File: src/rtl/dcache1_victim_queue.sv
// dcache1_victim_queue: FIFO of dirty victim line addresses awaiting L2 write-back.
// Captures the victim driven on the shared wb_addr/wb_valid bus during a fill,
// presents entries in order on the L2 write-back port, and offers a snoop
// comparator so loads can detect a line that is still pending write-back.
// Ports:
//   clk, rst            clock (state updates on negedge), async active-high reset
//   in_wen/in_addr/     fill-cycle strobe, victim address, victim tag valid,
//   in_valid/in_dirty   victim dirty flag; only dirty valid victims are queued
//   fill_stall          queue is one entry from full (or full)
//   out_req/out_addr    head-of-queue write-back request and address
//   out_ack             L2 accepts the head entry
//   snoop_addr/hit      line address compare against all occupied entries
//   count               occupied entries, 0..DEPTH
//   ovf_err             sticky flag: a dirty victim was dropped on a full queue
module dcache1_victim_queue #(
    parameter int DEPTH  = 4,
    parameter int PTR_W  = 2,
    parameter int ADDR_W = 37
) (
    input  logic              clk,
    input  logic              rst,
    input  logic              in_wen,
    input  logic [ADDR_W-1:0] in_addr,
    input  logic              in_valid,
    input  logic              in_dirty,
    output logic              fill_stall,
    output logic              out_req,
    output logic [ADDR_W-1:0] out_addr,
    input  logic              out_ack,
    input  logic [ADDR_W-2:0] snoop_addr,
    output logic              snoop_hit,
    output logic [PTR_W:0]    count,
    output logic              ovf_err
);

    logic [ADDR_W-1:0] mem_q [DEPTH];
    logic [DEPTH-1:0]  vld_q, vld_d;
    logic [PTR_W-1:0]  wr_ptr_q, wr_ptr_d, rd_ptr_q, rd_ptr_d;
    logic [PTR_W:0]    cnt_q, cnt_d;
    logic              ovf_q, ovf_d;
    logic              enq, deq, full, accept;

    assign out_req    = cnt_q != '0;
    assign out_addr   = mem_q[rd_ptr_q];
    assign fill_stall = cnt_q >= (PTR_W+1)'(DEPTH-1);
    assign count      = cnt_q;
    assign ovf_err    = ovf_q;

    always_comb begin
        enq      = in_wen & in_valid & in_dirty;
        deq      = out_req & out_ack;
        full     = cnt_q == (PTR_W+1)'(DEPTH);
        // A full queue still accepts when the head drains on the same edge.
        accept   = enq & (~full | deq);
        wr_ptr_d = accept ? wr_ptr_q + PTR_W'(1) : wr_ptr_q;
        rd_ptr_d = deq ? rd_ptr_q + PTR_W'(1) : rd_ptr_q;
        cnt_d    = cnt_q + (PTR_W+1)'(accept) - (PTR_W+1)'(deq);
        ovf_d    = ovf_q | (enq & ~accept);
        vld_d    = vld_q;
        if (deq)
            vld_d[rd_ptr_q] = 1'b0;
        // When full and draining, wr_ptr equals rd_ptr: the slot is refilled.
        if (accept)
            vld_d[wr_ptr_q] = 1'b1;
    end

    always_comb begin
        snoop_hit = 1'b0;
        for (int i = 0; i < DEPTH; i++)
            snoop_hit = snoop_hit | (vld_q[i] & (mem_q[i][ADDR_W-1:1] == snoop_addr));
    end

    always_ff @(negedge clk or posedge rst) begin
        if (rst) begin
            for (int i = 0; i < DEPTH; i++)
                mem_q[i] <= '0;
            vld_q    <= '0;
            wr_ptr_q <= '0;
            rd_ptr_q <= '0;
            cnt_q    <= '0;
            ovf_q    <= 1'b0;
        end else begin
            if (accept)
                mem_q[wr_ptr_q] <= in_addr;
            vld_q    <= vld_d;
            wr_ptr_q <= wr_ptr_d;
            rd_ptr_q <= rd_ptr_d;
            cnt_q    <= cnt_d;
            ovf_q    <= ovf_d;
        end
    end

endmodule
File: config.mk
export PLATFORM = sky130hd
export DESIGN_NAME = dcache1_victim_queue
export DESIGN_NICKNAME = d
export VERILOG_FILES = /design/src/rtl/dcache1_victim_queue.sv
export SDC_FILE = /design/constraint.sdc
export NUM_CORES = 1
export LEC_CHECK = 0
export BUFFER_PORTS_ARGS = -buffer_cell sky130_fd_sc_hd__buf_2
export CAP_MARGIN = 15
export CORE_MARGIN = 8
export CORE_UTILIZATION = 25
export DETAILED_ROUTE_END_ITERATION = 7
export PLACE_DENSITY = 0.53
export SETUP_SLACK_MARGIN = 0.05
export SLEW_MARGIN = 20
export SYNTH_ARGS = -nofsm -noshare
export SYNTH_HDL_FRONTEND = slang
export SYNTH_SLANG_ARGS = --single-unit
File: constraint.sdc
create_clock -name clk -period 7.15 [get_ports clk]
set_clock_uncertainty 0.15 [all_clocks]
set_input_delay 1.43 -clock clk [delete_from_list [all_inputs] [get_ports clk]]
set_output_delay 1.43 -clock clk [all_outputs]
set_load 0.02 [all_outputs]
# Word-level counts from Yosys, hierarchy flattened
# Cells that the tools add are included.
[totals] register_bits=160 mem_bits_ro=0 word_cells=63 inputBits=79 ram_bits=0 memories=0 latch_bits=0 output_inout_bits=44
[op_classes] reduce_logical=4 shifts=0 bitwise=21 n_mul=0 muxes=12 addsub=4 div_mod_pow=0 magnitude_cmp=8 n_eq_ne=5
[op_table] operator="bitwise mux 148 bit" n=1
[op_table] operator="equality test 36 bit" n=4
[op_table] operator="2-to-1 mux 37 bit" n=3
[op_table] operator="binary-select mux 37 bit (select 2 bit)" n=1
[op_table] operator="demux 37 bit (select 2 bit)" n=1
[op_table] operator="AND 1 bit" n=9
[op_table] operator="2-to-1 mux 4 bit" n=2
[op_table] operator=">= comparator 3 bit (second input constant)" n=2
[op_table] operator="< comparator 2 x 3 -> 1 bit (second input constant)" n=2
[op_table] operator="NOT 2 -> 3 bit" n=2
[op_table] operator="OR 1 bit" n=5
[op_table] operator="adder 2 x 1 -> 2 bit (second input constant)" n=2
[op_table] operator="AND 4 bit" n=1
[op_table] operator="demux 1 bit (select 2 bit)" n=2
[op_table] operator=">= comparator 2 x 1 -> 1 bit (second input constant)" n=2
[op_table] operator="NOT 4 bit" n=1
[op_table] operator="OR 4 bit" n=1
[op_table] operator="adder 3 x 1 -> 3 bit" n=1
[op_table] operator="equality test 3 bit (second input constant)" n=1
[op_table] operator=">= comparator 3 x 2 -> 1 bit (second input constant)" n=1
[op_table] operator="logical AND 1 bit" n=3
[op_table] operator="< comparator 3 x 1 -> 1 bit (second input constant)" n=1
[op_table] operator="nonzero test 3 bit" n=1
[op_table] operator="subtractor 3 x 1 -> 3 bit" n=1
[op_table] operator="other kinds (2)" n=4

# Longest topological paths before layout
# Gate-level depths: netlist of the first run.
[logic_depth] depth_word=9 ltp_mapped=9 ltp_nobuf=9

==> impl_metrics.xml, run 1 <==
<?xml version="1.0" encoding="UTF-8"?>
<metrics>
  <group name="outcome">
    <metric name="run_status" unit="">complete, but fails checks</metric>
    <metric name="violations" unit="">negative setup slack</metric>
  </group>
  <group name="global_routing">
    <metric name="pin_count_of_the_biggest_net_entering_global_routing" unit="">61</metric>
    <metric name="grt_antenna_before_repair" unit="">13</metric>
    <metric name="grt_use_total" unit="%">14.4</metric>
    <metric name="overflow" unit="">0</metric>
    <metric name="grt_pass1_wl" unit="mm">43.3</metric>
    <metric name="first_global_vias" unit="">6360</metric>
  </group>
  <group name="synthesis">
    <metric name="synth.net_count" unit="">719</metric>
    <metric name="synth_async_sr_flop_share" unit="%">100</metric>
    <metric name="synth-edff-count" unit="">0</metric>
    <metric name="yosys_register_bits" unit="">160</metric>
    <metric name="yosysTopAreaCell" unit="">dfrtn_1</metric>
    <metric name="synthTopCellsByCount" unit="">dfrtn_1 (160), mux2_2 (144), xor2_1 (130)</metric>
    <metric name="seq_total_area_yosys" unit="%">46.1</metric>
    <metric name="yosysTopAreaCellShare" unit="%">46.1</metric>
    <metric name="top_post_synthesis_cells_by_area" unit="">dfrtn_1 (46%), mux2_2 (19%), xor2_1 (13%), mux4_2 (9.6%), nor4_1 (2.2%)</metric>
    <metric name="synthFlopType" unit="">dfrtn_1</metric>
    <metric name="yosysUniqueCellTypes" unit="">33</metric>
    <metric name="ys_warn_count" unit="">0</metric>
    <metric name="netlist_area" unit="mm²">0.00868</metric>
    <metric name="syn_avg_cell_area" unit="µm²">13.8</metric>
    <metric name="synth_cells" unit="">628</metric>
    <metric name="synth_most_common_cell" unit="">dfrtn_1</metric>
  </group>
  <group name="routing">
    <metric name="detail_route.wirelength" unit="mm">29.8</metric>
    <metric name="detail_route.wl_per_cell" unit="µm">23.7</metric>
    <metric name="drt-initial-drc-count" unit="">294</metric>
    <metric name="drt-pass1-iter-count" unit="">5</metric>
    <metric name="route.vias.total" unit="">5885</metric>
    <metric name="ant_nets" unit="">0</metric>
    <metric name="post_dr_vias_cell" unit="">4.69</metric>
    <metric name="drc_errors" unit="">0</metric>
  </group>
  <group name="power">
    <metric name="worst_ir_drop_vdd" unit="mV">0.186</metric>
    <metric name="p_sw_share" unit="%">39.8</metric>
    <metric name="clock_power_share" unit="%">15.5</metric>
    <metric name="switchingPower" unit="mW">2.22</metric>
    <metric name="powerDensity" unit="mW/mm²">490</metric>
    <metric name="finalPower" unit="mW">5.59</metric>
    <metric name="internal_power" unit="mW">3.36</metric>
    <metric name="total_leakage_power" unit="nW">5.00</metric>
    <metric name="power.share.sequential" unit="%">33.0</metric>
    <metric name="combPwrFrac" unit="%">51.5</metric>
  </group>
  <group name="cells_and_area">
    <metric name="post_route_cells_drive_above_1_share" unit="%">54.8</metric>
    <metric name="layout.nets" unit="">878</metric>
    <metric name="area.growth.synth_to_final" unit="%">31.2</metric>
    <metric name="layout.cells.non_filler" unit="">1256</metric>
    <metric name="final_util" unit="%">33.2</metric>
    <metric name="postLayoutCellArea" unit="mm²">0.0114</metric>
  </group>
  <group name="sta">
    <metric name="setup_repair_after_global_routing_missed_its_margin" unit="">yes</metric>
    <metric name="worst_slack" unit="ps">-124</metric>
    <metric name="max-slew-margin-rel" unit="%">56.7</metric>
    <metric name="timing_max_transition_violations_final" unit="">0</metric>
    <metric name="finalSetupTns" unit="ps">-143</metric>
    <metric name="tightestPinTransition" unit="ps">648</metric>
    <metric name="finalSetupViolations" unit="">4</metric>
    <metric name="timing.final.hold_violations" unit="">0</metric>
    <metric name="hold_ws" unit="ps">279</metric>
  </group>
  <group name="worst_hold_path">
    <metric name="worstHoldPathType" unit="">flip-flop to flip-flop</metric>
  </group>
  <group name="floorplanning">
    <metric name="core_area" unit="mm²">0.0344</metric>
    <metric name="chipWidth" unit="µm">202</metric>
    <metric name="ioPinCount" unit="">123</metric>
    <metric name="die_area" unit="mm²">0.0409</metric>
    <metric name="chipHeight" unit="µm">202</metric>
    <metric name="core.rowCount" unit="">68</metric>
    <metric name="initial_utilization" unit="%">25.3</metric>
  </group>
  <group name="place">
    <metric name="hpwlAfterDp" unit="mm">22.1</metric>
    <metric name="post-place-ws" unit="ps">129</metric>
    <metric name="number_of_i_o_port_buffers" unit="">122</metric>
    <metric name="placed_cells_incl_taps" unit="">1202</metric>
    <metric name="globalplace.congestion" unit="">0.920</metric>
    <metric name="placedInstanceArea" unit="mm²">0.00995</metric>
  </group>
  <group name="setup_path">
    <metric name="worst_ep_required_time" unit="ps">5570</metric>
    <metric name="arrival" unit="ps">5690</metric>
    <metric name="timing.critical_path.to_type" unit="">primary output</metric>
    <metric name="critical_path_peak_fanout" unit="">3</metric>
    <metric name="critical_path.startpoint_type" unit="">flip-flop</metric>
    <metric name="setup.worst_path.class" unit="">flip-flop to primary output</metric>
  </group>
  <group name="clocking">
    <metric name="clock_sink_count" unit="">160</metric>
    <metric name="cts.clk_slew.worst_paths" unit="ps">50</metric>
    <metric name="worst_skew_pair.late_latency" unit="ps">400</metric>
    <metric name="tritoncts.num_buffers" unit="">17</metric>
    <metric name="cts_hold_buffers" unit="">0</metric>
    <metric name="cts_tree" unit="">built</metric>
    <metric name="max_h_tree_level" unit="">4</metric>
    <metric name="root_buffer" unit="">clkbuf_16</metric>
    <metric name="cts.path.max_buffers" unit="">2</metric>
  </group>
  <group name="run">
    <metric name="drv_cap" unit="">0</metric>
  </group>
</metrics>
kinds of logic (layout without fill, tap and decap cells):
family                   Yosys count  count (layout)  synth area share [%]
other                              0               1                     0
AND/OR/NAND/NOR                   80              80                  5.29
flip-flops                       160             160                  46.1
buffers and inverters             40             212                  3.03
XOR/XNOR                         141             141                  14.2
multiplexers                     185             185                  28.8
AO/OA/AOI/OAI                     10              10                 0.735
adder cells (fa/ha/maj)           12              12                  1.82
metal layers:
metal | vias up | track usage [%] | routed length, µm
met5 | - | 0 | 123
met4 | 20 | 4.01 | 602
met3 | 51 | 4.45 | 1820
met2 | 173 | 23.6 | 14500
met1 | 3078 | 18.2 | 12700
li1 | 2563 | - | -
worst max-delay path, cell delays in order, from the launching register on:
cell and delay, ps:
dfrtn_1 490, xor2_2 270, nor4_2 70, nand4_1 110, nor3_2 50, or4_4 570
buf_6 160
sequential cells by signal, summed over array words and instances (netlist names):
register / flops
mem_q: 148
count: 3
ovf_err: 1
vld_q: 4
rd_ptr_q: 2
wr_ptr_q: 2
worst paths after layout:
kind                       slack, ps     endpoint      start  cells after the start
setup / recovery                -120    snoop_hit  mem_q[99]                      6
hold / removal                   280      ovf_err    ovf_err                      1
setup reg to reg                4790     count[2]   count[1]                      7
hold reg to reg                  280      ovf_err    ovf_err                      1
max in group asynchronous       1650  rd_ptr_q[0]        rst                      3
min in group asynchronous       4420    mem_q[35]        rst                      2
power groups by stage:
stage          Combinational [mW]  Sequential (mW)  Clock (mW)
2_1_floorplan                1.54             1.70           0
3_3_place_gp                 2.35             1.80           0
3_5_place_dp                 2.35             1.81           0
4_1_cts                      2.60             1.83       0.887
5_1_grt                      3.04             1.90       0.921
6_report                     2.88             1.84       0.868
cells in the final DEF, fill, tap and decap left out, drive strengths merged:
cell type / Yosys / layout
xnor2: 11 / 11
ha: 11 / 11
buf: 22 / 165
clkinv: 0 / 4
clkinvlp: 0 / 4
nand4: 9 / 9
dfrtn: 160 / 160
or4: 2 / 2
nand2: 20 / 20
and2: 1 / 1
a21oi: 1 / 1
inv: 14 / 19
nand3: 4 / 4
mux2: 148 / 148
mux4: 37 / 37
nor4: 31 / 31
or3: 1 / 1
o21ai: 5 / 5
a2111oi: 1 / 1
o22ai: 1 / 1
xor2: 130 / 130
clkbuf: 4 / 20
diode: 0 / 1
nor2b: 4 / 4
a41o: 1 / 1
nor3: 7 / 7
fa: 1 / 1
a221oi: 1 / 1
nor2: 1 / 1
cell type report:
| class | count | area, µm² |
|---|---|---|
| diodes | 1 | 2.50 |
| clock buffers | 19 | 443 |
| clock inverters | 13 | 101 |
| fillers | 3494 | 23000 |
| inverters | 14 | 56.3 |
| multi-input cells | 428 | 4800 |
| flip-flops and latches | 160 | 4000 |
| well taps | 455 | 569 |
| repair buffers | 166 | 1410 |
what timing repair did:
action                     in CTS  in global routing
gates cloned                    2                  1
buffers inserted               11                 10
gates resized for setup        70                 74
pin swaps                      23                  1
setup endpoints to repair      13                 38
Note: power is estimated with default switching activity, not from simulation.
==> inputs of run 2 (changes only) <==
clock period = 6.72 ns   (was 7.15 ns; I/O delays follow)
==> impl_metrics.xml, run 2 (synthesis gave the netlist of run 1 again) <==
<?xml version="1.0" encoding="UTF-8"?>
<metrics>
  <group name="place">
    <metric name="number_of_i_o_port_buffers" unit="">122</metric>
    <metric name="hpwlAfterDp" unit="mm">21.7</metric>
    <metric name="globalplace.congestion" unit="">0.901</metric>
    <metric name="placedInstanceArea" unit="mm²">0.0100</metric>
    <metric name="placed_cells_incl_taps" unit="">1209</metric>
  </group>
  <group name="floorplanning">
    <metric name="core_area" unit="mm²">0.0344</metric>
    <metric name="core.rowCount" unit="">68</metric>
    <metric name="chipHeight" unit="µm">202</metric>
    <metric name="die_area" unit="mm²">0.0409</metric>
    <metric name="chipWidth" unit="µm">202</metric>
    <metric name="ioPinCount" unit="">123</metric>
    <metric name="initial_utilization" unit="%">25.3</metric>
  </group>
  <group name="clocking">
    <metric name="cts_hold_buffers" unit="">0</metric>
    <metric name="cts.path.max_buffers" unit="">2</metric>
    <metric name="clock_sink_count" unit="">160</metric>
    <metric name="worst_skew_pair.late_latency" unit="ps">400</metric>
    <metric name="cts.clk_slew.worst_paths" unit="ps">50</metric>
    <metric name="tritoncts.num_buffers" unit="">17</metric>
    <metric name="root_buffer" unit="">clkbuf_16</metric>
    <metric name="max_h_tree_level" unit="">4</metric>
    <metric name="cts_tree" unit="">built</metric>
  </group>
  <group name="global_routing">
    <metric name="grt_most_used_layer" unit="">met2</metric>
    <metric name="grt_pass1_wl" unit="mm">43.3</metric>
    <metric name="overflow" unit="">0</metric>
    <metric name="grt.met3_usage" unit="%">4.67</metric>
    <metric name="use_met1" unit="%">17.9</metric>
    <metric name="pin_count_of_the_biggest_net_entering_global_routing" unit="">98</metric>
    <metric name="met2_track_demand_over_resource_in_global_routing" unit="%">23.4</metric>
    <metric name="first_global_vias" unit="">6307</metric>
    <metric name="grt_antenna_before_repair" unit="">10</metric>
    <metric name="grt_use_total" unit="%">14.4</metric>
  </group>
  <group name="power">
    <metric name="worst_ir_drop_vdd" unit="mV">0.176</metric>
    <metric name="powerDensity" unit="mW/mm²">528</metric>
    <metric name="total_leakage_power" unit="nW">5.01</metric>
    <metric name="finalPower" unit="mW">5.98</metric>
  </group>
  <group name="cells_and_area">
    <metric name="post_route_cells_drive_above_1_share" unit="%">53.2</metric>
    <metric name="layout.cells.non_filler" unit="">1256</metric>
    <metric name="postLayoutCellArea" unit="mm²">0.0113</metric>
    <metric name="regMostFlops" unit="">mem_q</metric>
    <metric name="area.growth.synth_to_final" unit="%">30.5</metric>
    <metric name="layout.cells.most_common_list" unit="">dfrtn_1 (160), mux2_2 (144), xor2_1 (104), buf_2 (84), buf_6 (41)</metric>
    <metric name="largest_register_ffs" unit="">148</metric>
    <metric name="layout.nets" unit="">878</metric>
    <metric name="most_common_cell_after_layout_fill_and_taps_aside" unit="">dfrtn_1</metric>
  </group>
  <group name="routing">
    <metric name="detail_route.wirelength" unit="mm">29.2</metric>
    <metric name="ant_nets" unit="">0</metric>
    <metric name="drt-initial-drc-count" unit="">338</metric>
    <metric name="detail_route.wl_per_cell" unit="µm">23.3</metric>
    <metric name="drt-pass1-iter-count" unit="">4</metric>
    <metric name="route.vias.total" unit="">5812</metric>
    <metric name="post_dr_vias_cell" unit="">4.63</metric>
    <metric name="drc_errors" unit="">0</metric>
  </group>
  <group name="sta">
    <metric name="finalSetupViolations" unit="">21</metric>
    <metric name="tightestPinTransition" unit="ps">590</metric>
    <metric name="hold_ws" unit="ps">270</metric>
    <metric name="setup_repair_after_global_routing_missed_its_margin" unit="">yes</metric>
    <metric name="timing_max_transition_violations_final" unit="">0</metric>
    <metric name="timing.final.hold_violations" unit="">0</metric>
    <metric name="max-slew-margin-rel" unit="%">60.7</metric>
    <metric name="worst_slack" unit="ps">-289</metric>
  </group>
  <group name="setup_path">
    <metric name="crit_path_max_incr_delay" unit="ps">440</metric>
    <metric name="worst-r2r-setup-slack" unit="ps">4350</metric>
    <metric name="critical_path_peak_fanout" unit="">3</metric>
    <metric name="arrival" unit="ps">5520</metric>
    <metric name="worst_path_max_delay_cell" unit="">nor4_1</metric>
    <metric name="timing.critical_path.to_type" unit="">primary output</metric>
    <metric name="regToRegEndpoint" unit="">count[2]</metric>
    <metric name="critical_path.startpoint_type" unit="">flip-flop</metric>
    <metric name="setup.worst_path.class" unit="">flip-flop to primary output</metric>
    <metric name="critPathBufInv" unit="">1</metric>
    <metric name="critical-path-top-delay-family" unit="">simple AND/OR/NAND/NOR gates</metric>
    <metric name="worst_ep_required_time" unit="ps">5230</metric>
    <metric name="reg2regPathDepth" unit="">7</metric>
    <metric name="worstPathCellList" unit="">xor2_1 -&gt; nor4_1 -&gt; nand4_1 -&gt; nor3_1 -&gt; or4_4 -&gt; buf_6</metric>
    <metric name="regToRegStartpoint" unit="">count[1]</metric>
  </group>
  <group name="run">
    <metric name="drv_cap" unit="">0</metric>
  </group>
  <group name="worst_hold_path">
    <metric name="hp-start" unit="">ovf_err</metric>
    <metric name="worstHoldPathCells" unit="">1</metric>
    <metric name="min_delay_worst_endpoint" unit="">ovf_err</metric>
    <metric name="worstHoldPathType" unit="">flip-flop to flip-flop</metric>
  </group>
  <group name="outcome">
    <metric name="violations" unit="">negative setup slack</metric>
    <metric name="run_status" unit="">complete, but fails checks</metric>
  </group>
</metrics>
==> run 2: changes by cell type in the layout (fill, tap and decap cells not counted), moves of 2 or more <==
cell       change
xor2_1        +14
buf_2          -2
nor3_1         +2
bufinv_16      +2
nor3_2         -2
inv_8          +2
buf_4          +2
xor2_2        -14
clkinv_2       -2
nor4_2         +2
==> run 2: area by class of cell <==
cell class                      instances  area (µm²)
Clock inverter                         14         166
Antenna cell                            2        5.00
Clock buffer                           17         425
Timing Repair Buffer                  166        1410
Multi-Input combinational cell        428        4700
Tap cell                              455         569
Inverter                               14        56.3
Fill cell                            3456       23000
Sequential cell                       160        4000
==> run 2: stage by stage <==
stage	setup WS (ps)	setup TNS, ps	util [%]
floorplan	-45.3	-7240	-
CTS	-247	-1280	32.7
detailed placement	-10.6	-10.6	29.2
global route	-316	-2360	33.0
finish	-289	-812	33.0
global placement	-51.9	-51.9	29.2
==> run 2: worst register-to-register path, stage by stage, from the launching register on <==
cell and delay (ps):
dfrtn_1 420, or3_1 380, and2_1 200, ha_1 270
inv_1 40, ha_1 180, fa_1 400, xor2_1 170
==> run 2: worst max path at each step <==
stage	cells after the start	endpoint	start
global placement	7	snoop_hit	mem_q[63]
floorplan	1	count[0]	rst
global route	7	snoop_hit	mem_q[63]
finish	6	snoop_hit	mem_q[15]
CTS	7	snoop_hit	mem_q[135]
detailed placement	6	snoop_hit	mem_q[72]
==> run 2: what timing repair did <==
item | in CTS | in global routing
gates cloned | 4 | 0
endpoints found under the setup margin | 38 | 38
gates resized for setup | 107 | 16
pin swaps | 13 | 3
buffers inserted | 12 | 3
==> run 2: per-layer routing <==
metal,wire (µm),share of wire [%]
met4,770,2.6
met3,2080,7.1
met2,14000,48
met1,12300,42
met5,93,0.32
==> run 2: power breakdown <==
part | total, mW | internal (mW) | switching (mW) | leakage, nW
Clock | 1.01 | 0.560 | 0.446 | 0.287
Combinational | 3.04 | 1.59 | 1.44 | 2.76
Sequential | 1.94 | 1.48 | 0.459 | 1.97
Total | 5.98 | 3.63 | 2.35 | 5.01
